## config.mk

```make
export PLATFORM = sky130hd
export DESIGN_NAME = kbd_mode_ctrl_flat
export DESIGN_NICKNAME = d
export VERILOG_FILES = /design/src/rtl/kbd_mode_ctrl_if.sv /design/src/rtl/kbd_mode_ctrl.sv /design/src/flat_wrapper.sv
export SDC_FILE = /design/constraint.sdc
export NUM_CORES = 1
export LEC_CHECK = 0
export BUFFER_PORTS_ARGS = -buffer_cell sky130_fd_sc_hd__buf_4
export CAP_MARGIN = 20
export CORE_AREA = 5 5 121 123
export CTS_BUF_LIST = sky130_fd_sc_hd__clkbuf_2 sky130_fd_sc_hd__clkbuf_4 sky130_fd_sc_hd__clkbuf_8
export CTS_CLUSTER_SIZE = 8
export DETAILED_ROUTE_END_ITERATION = 10
export DIE_AREA = 0 0 126 128
export GPL_TIMING_DRIVEN = 1
export MAX_ROUTING_LAYER = met4
export SLEW_MARGIN = 40
export SYNTH_ARGS = -nofsm -noshare
export SYNTH_HDL_FRONTEND = slang
export SYNTH_SLANG_ARGS = --single-unit
```

## constraint.sdc

```tcl
create_clock -name clk -period 7.5 [get_ports clk]
set_input_delay 1.125 -clock clk [delete_from_list [all_inputs] [get_ports clk]]
set_output_delay 1.125 -clock clk [all_outputs]
set_load 0.005 [all_outputs]
```

## src/rtl/kbd_mode_ctrl_if.sv

```systemverilog
// Decoded PS/2 key-event bus from the keyboard receiver into kbd_mode_ctrl.
interface kbd_mode_ctrl_if;
    logic       key_event;
    logic [7:0] scancode;
    logic       released;
    logic       extended;

    modport master (output key_event, scancode, released, extended);
    modport slave  (input  key_event, scancode, released, extended);
endinterface

```

## src/rtl/kbd_mode_ctrl.sv

```systemverilog
// Keyboard command decoder: make/release-paired key events select sticky modes or fire timed strobes.
// Define KBD_MODE_CTRL_EXTENDED_EN to decode E0-prefixed keys; otherwise they are discarded.
module kbd_mode_ctrl #(
    parameter int unsigned NUM_MODES   = 4,
    parameter int unsigned NUM_STROBES = 5,
    parameter int unsigned PULSE_LEN   = 1,
    parameter int unsigned RESET_MODE  = 0,
    parameter logic [NUM_MODES*18-1:0] MODE_CODES = {
        9'h06B, 9'h025, 9'h07A, 9'h026, 9'h072, 9'h01E, 9'h069, 9'h016},
    parameter logic [NUM_STROBES*18-1:0] STROBE_CODES = {
        9'h175, 9'h04E, 9'h07D, 9'h046, 9'h075, 9'h03E, 9'h06C, 9'h03D, 9'h073, 9'h02E}
) (
    input  logic                         clk,
    input  logic                         rst_n,
    kbd_mode_ctrl_if.slave               key_if,
    output logic [$clog2(NUM_MODES)-1:0] mode,
    output logic [NUM_MODES-1:0]         mode_oh,
    output logic                         mode_changed,
    output logic [NUM_STROBES-1:0]       strobe,
    output logic                         busy
);

    localparam int unsigned ModeW = $clog2(NUM_MODES);
    localparam int unsigned StrW  = (NUM_STROBES > 1) ? $clog2(NUM_STROBES) : 1;
    localparam int unsigned IdxW  = (ModeW > StrW) ? ModeW : StrW;

    typedef struct packed {
        logic            hit;
        logic            is_mode;
        logic [IdxW-1:0] idx;
    } lookup_t;

    typedef enum logic [0:0] {StIdle, StArmed} state_e;

    // Strobe table scanned first and mode table last so a mode entry overrides; descending
    // loops make the lowest index win among duplicates.
    function automatic lookup_t lookup(input logic [8:0] code);
        lookup_t r;
        r = '0;
        for (int i = int'(NUM_STROBES) - 1; i >= 0; i--) begin
            if (STROBE_CODES[i*18 +: 9] == code || STROBE_CODES[i*18+9 +: 9] == code) begin
                r.hit     = 1'b1;
                r.is_mode = 1'b0;
                r.idx     = IdxW'(i);
            end
        end
        for (int i = int'(NUM_MODES) - 1; i >= 0; i--) begin
            if (MODE_CODES[i*18 +: 9] == code || MODE_CODES[i*18+9 +: 9] == code) begin
                r.hit     = 1'b1;
                r.is_mode = 1'b1;
                r.idx     = IdxW'(i);
            end
        end
        return r;
    endfunction

    function automatic logic code_hit(input logic [8:0] code);
        logic h;
        h = 1'b0;
        for (int i = 0; i < int'(NUM_MODES) * 2; i++) begin
            if (MODE_CODES[i*9 +: 9] == code) h = 1'b1;
        end
        for (int i = 0; i < int'(NUM_STROBES) * 2; i++) begin
            if (STROBE_CODES[i*9 +: 9] == code) h = 1'b1;
        end
        return h;
    endfunction

    state_e      state_q, state_d;
    logic [8:0]  pend_q, pend_d;
    logic        live_q;
    logic        ev_valid;
    logic [8:0]  ev_code;
    logic        ev_hit;
    lookup_t     pend_lk;
    logic        exec;
    logic        mode_we;
    logic [NUM_STROBES-1:0] fire;

    logic [ModeW-1:0]       mode_q, mode_d;
    logic [NUM_MODES-1:0]   mode_oh_q, mode_oh_d;
    logic                   chg_q, chg_d;
    logic [15:0]            cnt_q [NUM_STROBES];
    logic [15:0]            cnt_d [NUM_STROBES];
    logic [NUM_STROBES-1:0] strobe_q, strobe_d;
    logic                   busy_q, busy_d;

`ifdef KBD_MODE_CTRL_EXTENDED_EN
    assign ev_valid = key_if.key_event & live_q;
    assign ev_code  = {key_if.extended, key_if.scancode};
`else
    assign ev_valid = key_if.key_event & ~key_if.extended & live_q;
    assign ev_code  = {1'b0, key_if.scancode};
`endif

    assign ev_hit  = code_hit(ev_code);
    assign pend_lk = lookup(pend_q);

    // live_q masks the event that coincides with the first clock after reset release.
    always_ff @(posedge clk or negedge rst_n) begin
        if (!rst_n) begin
            state_q <= StIdle;
            pend_q  <= '0;
            live_q  <= 1'b0;
        end else begin
            state_q <= state_d;
            pend_q  <= pend_d;
            live_q  <= 1'b1;
        end
    end

    always_comb begin
        state_d = state_q;
        pend_d  = pend_q;
        unique case (state_q)
            StIdle: begin
                if (ev_valid && !key_if.released && ev_hit) begin
                    state_d = StArmed;
                    pend_d  = ev_code;
                end
            end
            StArmed: begin
                if (ev_valid) begin
                    if (!key_if.released) begin
                        if (ev_code != pend_q) begin
                            if (ev_hit) begin
                                pend_d = ev_code;
                            end else begin
                                state_d = StIdle;
                                pend_d  = '0;
                            end
                        end
                    end else if (ev_code == pend_q) begin
                        state_d = StIdle;
                        pend_d  = '0;
                    end
                end
            end
            default: begin
                state_d = StIdle;
                pend_d  = '0;
            end
        endcase
    end

    always_comb begin
        exec    = (state_q == StArmed) && ev_valid && key_if.released &&
                  (ev_code == pend_q) && pend_lk.hit;
        mode_we = exec && pend_lk.is_mode;
        fire    = '0;
        for (int j = 0; j < int'(NUM_STROBES); j++) begin
            if (exec && !pend_lk.is_mode && pend_lk.idx == IdxW'(j)) fire[j] = 1'b1;
        end
    end

    always_comb begin
        mode_d = mode_q;
        chg_d  = 1'b0;
        if (mode_we) begin
            mode_d = pend_lk.idx[ModeW-1:0];
            chg_d  = (pend_lk.idx[ModeW-1:0] != mode_q);
        end
        mode_oh_d = '0;
        for (int i = 0; i < int'(NUM_MODES); i++) begin
            mode_oh_d[i] = (mode_d == ModeW'(i));
        end
    end

    // Retrigger reloads the counter, so a live pulse is stretched without a low gap.
    always_comb begin
        for (int j = 0; j < int'(NUM_STROBES); j++) begin
            cnt_d[j] = cnt_q[j];
            if (fire[j]) begin
                cnt_d[j] = 16'(PULSE_LEN);
            end else if (cnt_q[j] != 16'd0) begin
                cnt_d[j] = cnt_q[j] - 16'd1;
            end
            strobe_d[j] = (cnt_d[j] != 16'd0);
        end
        busy_d = |strobe_d;
    end

    always_ff @(posedge clk or negedge rst_n) begin
        if (!rst_n) begin
            mode_q    <= ModeW'(RESET_MODE);
            mode_oh_q <= NUM_MODES'(1) << RESET_MODE;
            chg_q     <= 1'b0;
            strobe_q  <= '0;
            busy_q    <= 1'b0;
            for (int j = 0; j < int'(NUM_STROBES); j++) cnt_q[j] <= '0;
        end else begin
            mode_q    <= mode_d;
            mode_oh_q <= mode_oh_d;
            chg_q     <= chg_d;
            strobe_q  <= strobe_d;
            busy_q    <= busy_d;
            for (int j = 0; j < int'(NUM_STROBES); j++) cnt_q[j] <= cnt_d[j];
        end
    end

    assign mode         = mode_q;
    assign mode_oh      = mode_oh_q;
    assign mode_changed = chg_q;
    assign strobe       = strobe_q;
    assign busy         = busy_q;

endmodule
```

## src/flat_wrapper.sv

```systemverilog
// flat-port wrapper written by rule: the top's interface ports become plain ports
module kbd_mode_ctrl_flat 
#(
    parameter int unsigned NUM_MODES   = 4,
    parameter int unsigned NUM_STROBES = 5,
    parameter int unsigned PULSE_LEN   = 1,
    parameter int unsigned RESET_MODE  = 0,
    parameter logic [NUM_MODES*18-1:0] MODE_CODES = {
        9'h06B, 9'h025, 9'h07A, 9'h026, 9'h072, 9'h01E, 9'h069, 9'h016},
    parameter logic [NUM_STROBES*18-1:0] STROBE_CODES = {
        9'h175, 9'h04E, 9'h07D, 9'h046, 9'h075, 9'h03E, 9'h06C, 9'h03D, 9'h073, 9'h02E}
)
  (clk, rst_n, mode, mode_oh, mode_changed, strobe, busy, key_if_key_event, key_if_scancode, key_if_released, key_if_extended);
  kbd_mode_ctrl_if key_if_i ();
  input  logic clk;
  input  logic rst_n;
  output logic [$clog2(NUM_MODES)-1:0] mode;
  output logic [NUM_MODES-1:0] mode_oh;
  output logic mode_changed;
  output logic [NUM_STROBES-1:0] strobe;
  output logic busy;
  input wire logic [$bits(key_if_i.key_event)-1:0] key_if_key_event;
  input wire logic [$bits(key_if_i.scancode)-1:0] key_if_scancode;
  input wire logic [$bits(key_if_i.released)-1:0] key_if_released;
  input wire logic [$bits(key_if_i.extended)-1:0] key_if_extended;
  assign key_if_i.key_event = key_if_key_event;
  assign key_if_i.scancode = key_if_scancode;
  assign key_if_i.released = key_if_released;
  assign key_if_i.extended = key_if_extended;
  kbd_mode_ctrl #(.NUM_MODES(NUM_MODES), .NUM_STROBES(NUM_STROBES), .PULSE_LEN(PULSE_LEN), .RESET_MODE(RESET_MODE), .MODE_CODES(MODE_CODES), .STROBE_CODES(STROBE_CODES)) u_core (.clk(clk), .rst_n(rst_n), .key_if(key_if_i), .mode(mode), .mode_oh(mode_oh), .mode_changed(mode_changed), .strobe(strobe), .busy(busy));
endmodule
```

==> results of run 1 <==
## critical path, delay by kind of cell, from the launching register on
family	cells	cell delay (ns)
and+or+nand+nor	6	2.59
DFF	1	0.58
AOI/OAI and AO/OA	1	0.38
## per-layer routing
| metal | wire length [µm] | vias to the layer above | track usage, % |
|---|---|---|---|
| li1 | - | 2508 | - |
| met1 | 6630 | 2463 | 24.4 |
| met2 | 6240 | 106 | 28.2 |
| met3 | 506 | 19 | 2.96 |
| met4 | 213 | 0 | 5.99 |
| met5 | 0 | - | - |
## cells by family (layout without fill, tap and decap cells)
group | count (synthesis) | in the layout | synth area share (%)
fa+ha+maj | 11 | 11 | 2.13
mux | 16 | 16 | 2.57
simple gates | 370 | 370 | 31.3
xor+xnor | 71 | 71 | 9.82
buf+inv | 48 | 64 | 3.06
other cells | 1 | 1 | 0.0592
flops | 103 | 103 | 40.7
compound gates | 90 | 90 | 10.4
## synthesized netlist by cell type (4+ instances only)
master / count
sky130_fd_sc_hd__a31oi_1: 6
sky130_fd_sc_hd__nand3_1: 20
sky130_fd_sc_hd__or2_2: 4
sky130_fd_sc_hd__nand2_1: 47
sky130_fd_sc_hd__nand2b_1: 15
sky130_fd_sc_hd__nand3b_1: 16
sky130_fd_sc_hd__and2_1: 4
sky130_fd_sc_hd__and3b_1: 4
sky130_fd_sc_hd__a21oi_1: 17
sky130_fd_sc_hd__or4_1: 6
sky130_fd_sc_hd__ha_1: 10
sky130_fd_sc_hd__nor2_1: 126
sky130_fd_sc_hd__mux2i_1: 14
sky130_fd_sc_hd__nor3b_1: 8
sky130_fd_sc_hd__dfrtp_1: 102
sky130_fd_sc_hd__xor2_1: 38
sky130_fd_sc_hd__clkbuf_1: 22
sky130_fd_sc_hd__xnor2_1: 33
sky130_fd_sc_hd__o21ai_0: 17
sky130_fd_sc_hd__nor3_1: 34
sky130_fd_sc_hd__a211oi_1: 9
sky130_fd_sc_hd__nand4_1: 8
sky130_fd_sc_hd__nor4_1: 15
sky130_fd_sc_hd__inv_1: 21
sky130_fd_sc_hd__nor2b_1: 20
sky130_fd_sc_hd__or3_1: 13
## flip-flops by register name (all words and copies together) (netlist names)
name and flops:
u_core.strobe 5, u_core.pend_q 8, u_core.cnt_q 80, u_core.mode_oh 4
u_core.live_q 1, u_core.busy 1, u_core.state_q 1, u_core.mode 2
u_core.mode_changed 1
## worst paths after layout
check,depth (start not counted),endpoint,slack [ns]
setup / recovery,7,u_core.busy,3.82
hold / removal,2,u_core.cnt_q[25],0.56
setup reg to reg,7,u_core.busy,3.82
hold reg to reg,2,u_core.cnt_q[25],0.56
max in group asynchronous,2,u_core.cnt_q[17],5.84
min in group asynchronous,1,u_core.cnt_q[1],0.74
## per-stage QoR
stage	area (µm²)	setup slack, ns	total power (W)	util [%]
global placement	6650	3.73	0.000712	49.1
global route	6900	3.63	0.00116	50.9
detailed placement	6670	3.63	0.000720	49.2
CTS	6890	3.84	0.00112	50.8
finish	6900	3.82	0.00111	50.9
floorplan	6330	3.96	0.000674	-
## cell type report
type,count,area [µm²]
clock buffer,9,124
clock inverter,7,100
fill,1310,6650
inverter,21,78.8
multi-input combinational,559,3590
sequential,103,2580
tap,180,225
timing repair buffer,27,206
## power by group
group	switching (W)	internal, W
combinational	0.0000663	0.0000457
sequential	0.0000318	0.000566
clock	0.000205	0.000192
total	0.000303	0.000804
==> flow_summary.html, run 1 <==
<table>
<tr><th>Metric</th><th>Value</th></tr>
<tr><th colspan="2">Setup path</th></tr>
<tr><td>Launching point of the worst reg2reg path</td><td>u_core.pend_q[6]</td></tr>
<tr><td>Cell type of the slowest stage on the worst timing path</td><td>sky130_fd_sc_hd__or4b_2</td></tr>
<tr><td>Critical path cell sequence</td><td>or4b_2 -&gt; nor4_1 -&gt; a211o_1 -&gt; and3b_1 -&gt; nand2b_1 -&gt; or3_1 -&gt; or4b_1</td></tr>
<tr><td>Critical Path Source Type</td><td>flop</td></tr>
<tr><td>Element type at the critical path end</td><td>flop</td></tr>
<tr><td>Maximum cell stage delay along the critical path</td><td>0.64 ns</td></tr>
<tr><td>Endpoint arrival time on the critical path</td><td>3.94 ns</td></tr>
<tr><td>Maximum fanout encountered on the critical timing path</td><td>16</td></tr>
<tr><td>Crit path from</td><td>u_core.pend_q[6]</td></tr>
<tr><td>Worst setup path category</td><td>reg -&gt; reg</td></tr>
<tr><td>Required time at the endpoint of the critical path</td><td>about 7.8 ns</td></tr>
<tr><th colspan="2">STA</th></tr>
<tr><td>Max transition margin</td><td>44.9%</td></tr>
<tr><td>Number of max-slew violations in the final report</td><td>0</td></tr>
<tr><td>RSZ-0062 raised after global routing</td><td>no</td></tr>
<tr><td>Final critical-path share of the clock period</td><td>between 40% and 50%</td></tr>
<tr><td>Final worst path period need</td><td>3.68 ns</td></tr>
<tr><td>Slew at the pin closest to its max-slew limit</td><td>0.819 ns</td></tr>
<tr><td>Max Freq</td><td>272 MHz</td></tr>
<tr><td>Total count of hold-check failures in the final report</td><td>0</td></tr>
<tr><td>Number of endpoints failing setup at the final stage</td><td>0</td></tr>
<tr><td>Worst-case hold slack</td><td>~0.56 ns</td></tr>
<tr><td>Largest clock skew in the final design</td><td>0.0162 ns</td></tr>
<tr><td>Setup TNS</td><td>0 ns</td></tr>
<tr><th colspan="2">Finish</th></tr>
<tr><td>Inserted Diodes</td><td>0</td></tr>
<tr><td>Fraction of layout instances using a drive strength above 1</td><td>10.7%</td></tr>
<tr><td>Final standard cell count with taps included and fillers excluded</td><td>approximately 910</td></tr>
<tr><td>Final layout net count</td><td>between 700 and 800</td></tr>
<tr><td>Leading cell types in the layout, fill and taps excluded</td><td>sky130_fd_sc_hd__nor2_1, sky130_fd_sc_hd__dfrtp_1, sky130_fd_sc_hd__nand2_1, sky130_fd_sc_hd__xor2_1</td></tr>
<tr><td>Synth-to-Final Area Change</td><td>9.07%</td></tr>
<tr><td>Leading cell type in the layout, fill and taps excluded</td><td>sky130_fd_sc_hd__nor2_1</td></tr>
<tr><th colspan="2">Place</th></tr>
<tr><td>Count of input and output buffers</td><td>25</td></tr>
<tr><td>Final RePlAce weighted congestion</td><td>0.891</td></tr>
<tr><td>Detailed placer's ending HPWL</td><td>9720 µm</td></tr>
<tr><td>Placed cell count</td><td>890</td></tr>
<tr><th colspan="2">Floorplanning</th></tr>
<tr><td>Die outline area</td><td>between 15000 and 20000 µm²</td></tr>
<tr><td>Number of placed I/O pins</td><td>26</td></tr>
<tr><td>Core Area</td><td>13600 µm²</td></tr>
<tr><td>Vertical die dimension</td><td>128 µm</td></tr>
<tr><td>Placement Rows</td><td>43</td></tr>
<tr><td>Effective utilization at floorplan</td><td>between 40 and 50%</td></tr>
<tr><td>Die boundary width</td><td>126 µm</td></tr>
<tr><th colspan="2">Clock network</th></tr>
<tr><td>Clock-pin slew reported for the worst setup and hold paths after clock tree synthesis</td><td>0.11 ns</td></tr>
<tr><td>Post-cts sizing count</td><td>0</td></tr>
<tr><td>Number of H-tree levels</td><td>3</td></tr>
<tr><td># hold bufs at CTS</td><td>0</td></tr>
<tr><td>Root buffer cell</td><td>sky130_fd_sc_hd__clkbuf_8</td></tr>
<tr><td>Number of CTS-inserted buffers</td><td>9</td></tr>
<tr><td>Latest clock arrival within the worst-skew pair</td><td>0.39 ns</td></tr>
<tr><td>CTS max path bufs</td><td>2</td></tr>
<tr><td>Sinks on the clock net</td><td>103</td></tr>
<tr><td>TritonCTS clock tree</td><td>built</td></tr>
<tr><td>Number of setup buffers added after CTS</td><td>0</td></tr>
<tr><th colspan="2">Logic synthesis</th></tr>
<tr><td>Post-Syn Nets</td><td>733</td></tr>
<tr><td>Fraction of the yosys area taken by sequential cells</td><td>40.7%</td></tr>
<tr><td>Prevailing post-synth register cell</td><td>sky130_fd_sc_hd__dfrtp_1</td></tr>
<tr><td>Leading area contributor after synthesis</td><td>sky130_fd_sc_hd__dfrtp_1</td></tr>
<tr><td>Number of flops mapped to enable cells by yosys</td><td>0</td></tr>
<tr><td>Avg Synthesized Cell Area</td><td>8.92 µm²</td></tr>
<tr><td>Largest cells by area after synthesis</td><td>sky130_fd_sc_hd__dfrtp_1, sky130_fd_sc_hd__nor2_1, sky130_fd_sc_hd__xor2_1</td></tr>
<tr><td>Async S/R FF share, synth</td><td>100%</td></tr>
<tr><td>Number of warning messages in the yosys log</td><td>0</td></tr>
<tr><td>Area share of the largest cell type after synthesis</td><td>40.3%</td></tr>
<tr><td>Number of register bits inferred by synthesis</td><td>103</td></tr>
<tr><td>Post-synthesis instance area</td><td>6330 µm²</td></tr>
<tr><td>Unique masters post-synth</td><td>slightly below 80</td></tr>
<tr><td>Post-synthesis cell count</td><td>just over 700</td></tr>
<tr><th colspan="2">Power and ir drop</th></tr>
<tr><td>Ratio of total power to cell area</td><td>between 150 and 200 nW/µm²</td></tr>
<tr><td>Maximum ir drop on the vdd rail</td><td>83.5 µV</td></tr>
<tr><td>Leakage power</td><td>approximately 2.4 nW</td></tr>
<tr><th colspan="2">Global route</th></tr>
<tr><td>Maximum number of pins on one net before global-route repair</td><td>60</td></tr>
<tr><td>Via count of the first global-routing pass</td><td>4943</td></tr>
<tr><td>GRT Util Overall</td><td>approximately 18%</td></tr>
<tr><td>Initial antenna violation count</td><td>0</td></tr>
<tr><td>Global-route wire length before repair</td><td>between 20000 and 25000 µm</td></tr>
<tr><td>Total overflow reported by the global router</td><td>0</td></tr>
<tr><th colspan="2">Run</th></tr>
<tr><td>Maximum capacitance violations</td><td>0</td></tr>
<tr><th colspan="2">Worst hold path</th></tr>
<tr><td>Startpoint of the tightest hold check path</td><td>u_core.cnt_q[25]</td></tr>
<tr><td>Class of the most critical hold timing path</td><td>reg -&gt; reg</td></tr>
<tr><th colspan="2">Run status</th></tr>
<tr><td>Result of the run</td><td>complete, no violations</td></tr>
<tr><th colspan="2">Route</th></tr>
<tr><td>DRC violations left</td><td>0</td></tr>
<tr><td>Starting DRC count in detailed routing</td><td>334</td></tr>
<tr><td>DR pass1 iterations</td><td>5</td></tr>
<tr><td>Number of antenna-violating nets in the routed design</td><td>0</td></tr>
<tr><td>Final Routed Wirelength</td><td>13600 µm</td></tr>
<tr><td>Via count normalized by instance count</td><td>5.62</td></tr>
<tr><td>Routed vias</td><td>around 5100</td></tr>
<tr><td>Routed wire per std cell</td><td>between 15 and 20 µm</td></tr>
</table>
(Power assumes the default switching activity.)
==> inputs of run 2 (changes only) <==
- clock period: 7.5 -> 3.7 ns (I/O delays scaled with it)
==> run 2 against run 1 <==
Worst setup slack lost 3.5 ns. Sequential share of layout area shrank 0.29 points. Non-clock buffer count grew 14. Clock skew shrank 0.0044 ns. Combinational power grew 100%. First-iteration DRC count grew 9.9%.
==> flow_summary.html, run 2 (synthesis results as in run 1) <==
<table>
<tr><th>Metric</th><th>Value</th></tr>
<tr><th colspan="2">Global route</th></tr>
<tr><td>Maximum number of pins on one net before global-route repair</td><td>54</td></tr>
<tr><td>Global-route wire length before repair</td><td>23800 µm</td></tr>
<tr><td>Total overflow reported by the global router</td><td>0</td></tr>
<tr><td>GRT Util Overall</td><td>18.2%</td></tr>
<tr><td>Initial antenna violation count</td><td>0</td></tr>
<tr><td>Via count of the first global-routing pass</td><td>5039</td></tr>
<tr><th colspan="2">Setup path</th></tr>
<tr><td>Endpoint arrival time on the critical path</td><td>~3.7 ns</td></tr>
<tr><td>Maximum fanout encountered on the critical timing path</td><td>6</td></tr>
<tr><td>Critical Path Source Type</td><td>flop</td></tr>
<tr><td>Element type at the critical path end</td><td>flop</td></tr>
<tr><td>Internal reg-to-reg setup slack</td><td>around 0.29 ns</td></tr>
<tr><td>Capturing instance or port of the critical path</td><td>u_core.busy</td></tr>
<tr><td>Critical register-to-register path endpoint</td><td>u_core.busy</td></tr>
<tr><td>Launching point of the worst reg2reg path</td><td>u_core.cnt_q[0]</td></tr>
<tr><td>Required time at the endpoint of the critical path</td><td>3.96 ns</td></tr>
<tr><td>Crit path from</td><td>u_core.cnt_q[0]</td></tr>
<tr><td>Depth of the most critical reg-to-reg path</td><td>11</td></tr>
<tr><td>Worst setup path category</td><td>reg -&gt; reg</td></tr>
<tr><th colspan="2">Finish</th></tr>
<tr><td>Max FFs per register</td><td>80</td></tr>
<tr><td>Leading cell type in the layout, fill and taps excluded</td><td>sky130_fd_sc_hd__nor2_1</td></tr>
<tr><td>Register name with the most flops</td><td>u_core.cnt_q</td></tr>
<tr><td>Final layout net count</td><td>758</td></tr>
<tr><td>Leading cell types in the layout, fill and taps excluded</td><td>sky130_fd_sc_hd__nor2_1, sky130_fd_sc_hd__dfrtp_1, sky130_fd_sc_hd__nand2_1, sky130_fd_sc_hd__buf_4, sky130_fd_sc_hd__xor2_1</td></tr>
<tr><td>Summed area of non-filler cells in the final layout</td><td>a little under 7000 µm²</td></tr>
<tr><td>Fraction of layout instances using a drive strength above 1</td><td>12.2%</td></tr>
<tr><td>Synth-to-Final Area Change</td><td>9.92%</td></tr>
<tr><td>Inserted Diodes</td><td>0</td></tr>
<tr><th colspan="2">Place</th></tr>
<tr><td>DP Area</td><td>6750 µm²</td></tr>
<tr><td>Count of input and output buffers</td><td>25</td></tr>
<tr><td>Final RePlAce weighted congestion</td><td>0.851</td></tr>
<tr><td>Detailed placer's ending HPWL</td><td>9960 µm</td></tr>
<tr><td>Pre-CTS setup slack</td><td>roughly 0.20 ns</td></tr>
<tr><th colspan="2">STA</th></tr>
<tr><td>RSZ-0062 raised after global routing</td><td>no</td></tr>
<tr><td>Number of max-slew violations in the final report</td><td>0</td></tr>
<tr><td>Setup TNS</td><td>0 ns</td></tr>
<tr><td>Slew at the pin closest to its max-slew limit</td><td>between 0.6 and 0.7 ns</td></tr>
<tr><td>Largest clock skew in the final design</td><td>0.0118 ns</td></tr>
<tr><td>Final worst path period need</td><td>roughly 3.4 ns</td></tr>
<tr><td>Worst setup slack after layout</td><td>0.288 ns</td></tr>
<tr><td>Final critical-path share of the clock period</td><td>92.2%</td></tr>
<tr><td>Worst-case hold slack</td><td>0.193 ns</td></tr>
<tr><td>Max Freq</td><td>293 MHz</td></tr>
<tr><td>Number of endpoints failing setup at the final stage</td><td>0</td></tr>
<tr><td>Total count of hold-check failures in the final report</td><td>0</td></tr>
<tr><td>Max transition margin</td><td>around 56%</td></tr>
<tr><th colspan="2">Floorplanning</th></tr>
<tr><td>Die outline area</td><td>roughly 16000 µm²</td></tr>
<tr><td>Number of placed I/O pins</td><td>26</td></tr>
<tr><td>Vertical die dimension</td><td>128 µm</td></tr>
<tr><td>Placement Rows</td><td>43</td></tr>
<tr><td>Effective utilization at floorplan</td><td>46.7%</td></tr>
<tr><td>Die boundary width</td><td>126 µm</td></tr>
<tr><td>Core Area</td><td>13600 µm²</td></tr>
<tr><th colspan="2">Clock network</th></tr>
<tr><td>CTS max path bufs</td><td>2</td></tr>
<tr><td>Number of H-tree levels</td><td>3</td></tr>
<tr><td>Post-cts sizing count</td><td>0</td></tr>
<tr><td>Number of CTS-inserted buffers</td><td>9</td></tr>
<tr><td>Clock-pin slew reported for the worst setup and hold paths after clock tree synthesis</td><td>0.09 ns</td></tr>
<tr><td>Latest clock arrival within the worst-skew pair</td><td>0.37 ns</td></tr>
<tr><td>Root buffer cell</td><td>sky130_fd_sc_hd__clkbuf_8</td></tr>
<tr><td>Sinks on the clock net</td><td>103</td></tr>
<tr><td>TritonCTS clock tree</td><td>built</td></tr>
<tr><th colspan="2">Power and ir drop</th></tr>
<tr><td>Maximum ir drop on the vdd rail</td><td>317 µV</td></tr>
<tr><td>Leakage power</td><td>around 2.5 nW</td></tr>
<tr><td>Ratio of total power to cell area</td><td>309 nW/µm²</td></tr>
<tr><th colspan="2">Run</th></tr>
<tr><td>Maximum capacitance violations</td><td>0</td></tr>
<tr><th colspan="2">Route</th></tr>
<tr><td>Via count normalized by instance count</td><td>5.52</td></tr>
<tr><td>Starting DRC count in detailed routing</td><td>367</td></tr>
<tr><td>Routed wire per std cell</td><td>14.7 µm</td></tr>
<tr><td>DRC violations left</td><td>0</td></tr>
<tr><td>Routed vias</td><td>5074</td></tr>
<tr><td>Final Routed Wirelength</td><td>13500 µm</td></tr>
<tr><td>Number of antenna-violating nets in the routed design</td><td>0</td></tr>
<tr><td>DR pass1 iterations</td><td>6</td></tr>
<tr><th colspan="2">Run status</th></tr>
<tr><td>Result of the run</td><td>complete, no violations</td></tr>
<tr><th colspan="2">Worst hold path</th></tr>
<tr><td>Class of the most critical hold timing path</td><td>in -&gt; async</td></tr>
</table>
-- run 2: cell count changes in the layout (fill, tap and decap cells not counted), moves of 2 or more --
| cell | delta |
|---|---|
| sky130_fd_sc_hd__inv_6 | -4 |
| sky130_fd_sc_hd__clkbuf_4 | +2 |
| sky130_fd_sc_hd__nor3b_4 | -2 |
| sky130_fd_sc_hd__nor3b_2 | +2 |
| sky130_fd_sc_hd__buf_4 | +15 |
-- run 2: metrics by stage --
step                      util (%)  total power [W]  instances
after global routing          51.3          0.00228        920
final                         51.3          0.00215        920
after CTS                     51.3          0.00220        919
after global placement        49.8          0.00144        903
after detailed placement      49.8          0.00145        903
after floorplan                  -          0.00137        710
-- run 2: how the worst min path moves through the flow --
stage / slack, ns / from / endpoint
after floorplan: 0.26 / rst_n / u_core.busy
after detailed placement: 0.54 / u_core.cnt_q[25] / u_core.cnt_q[25]
final: 0.19 / rst_n / u_core.cnt_q[40]
after global placement: 0.55 / u_core.cnt_q[63] / u_core.cnt_q[63]
after global routing: 0.23 / rst_n / u_core.cnt_q[40]
after CTS: 0.21 / rst_n / u_core.cnt_q[40]
-- run 2: layout make-up --
class | instances | area, µm²
Clock buffer | 12 | 153
Clock inverter | 4 | 47.5
Fill cell | 1298 | 6600
Inverter | 21 | 78.8
Multi-Input combinational cell | 559 | 3570
Sequential cell | 103 | 2580
Tap cell | 180 | 225
Timing Repair Buffer | 41 | 308
-- run 2: timing repair --
item / in CTS / in global routing
setup endpoints to repair: 0 / 1
hold buffers: 0 / 0
buffers inserted: 0 / 1
-- run 2: metal layers --
metal	global-route usage, %	wire length (µm)	vias to the layer above
met5	-	0	-
met4	4.42	133	0
met3	4.50	421	12
met2	30.4	6710	77
met1	22.3	6250	2449
li1	-	-	2536
-- run 2: critical path, stage by stage (launching register included) --
cell and delay, ns:
sky130_fd_sc_hd__dfrtp_1 0.44, sky130_fd_sc_hd__inv_1 0.14, sky130_fd_sc_hd__ha_1 0.16, sky130_fd_sc_hd__or4b_4 0.49
sky130_fd_sc_hd__nor4_4 0.32, sky130_fd_sc_hd__buf_4 0.19, sky130_fd_sc_hd__nor4_1 0.05, sky130_fd_sc_hd__or4_4 0.43
sky130_fd_sc_hd__a2111oi_4 0.38, sky130_fd_sc_hd__o221ai_2 0.16, sky130_fd_sc_hd__nor2_1 0.11, sky130_fd_sc_hd__or4b_1 0.43
-- run 2: where the power goes --
| part | switching (W) | internal (W) | leakage [nW] |
|---|---|---|---|
| clock | 0.000378 | 0.000345 | 0.103 |
| sequential | 0.0000529 | 0.00115 | 1.06 |
| combinational | 0.000134 | 0.0000934 | 1.30 |
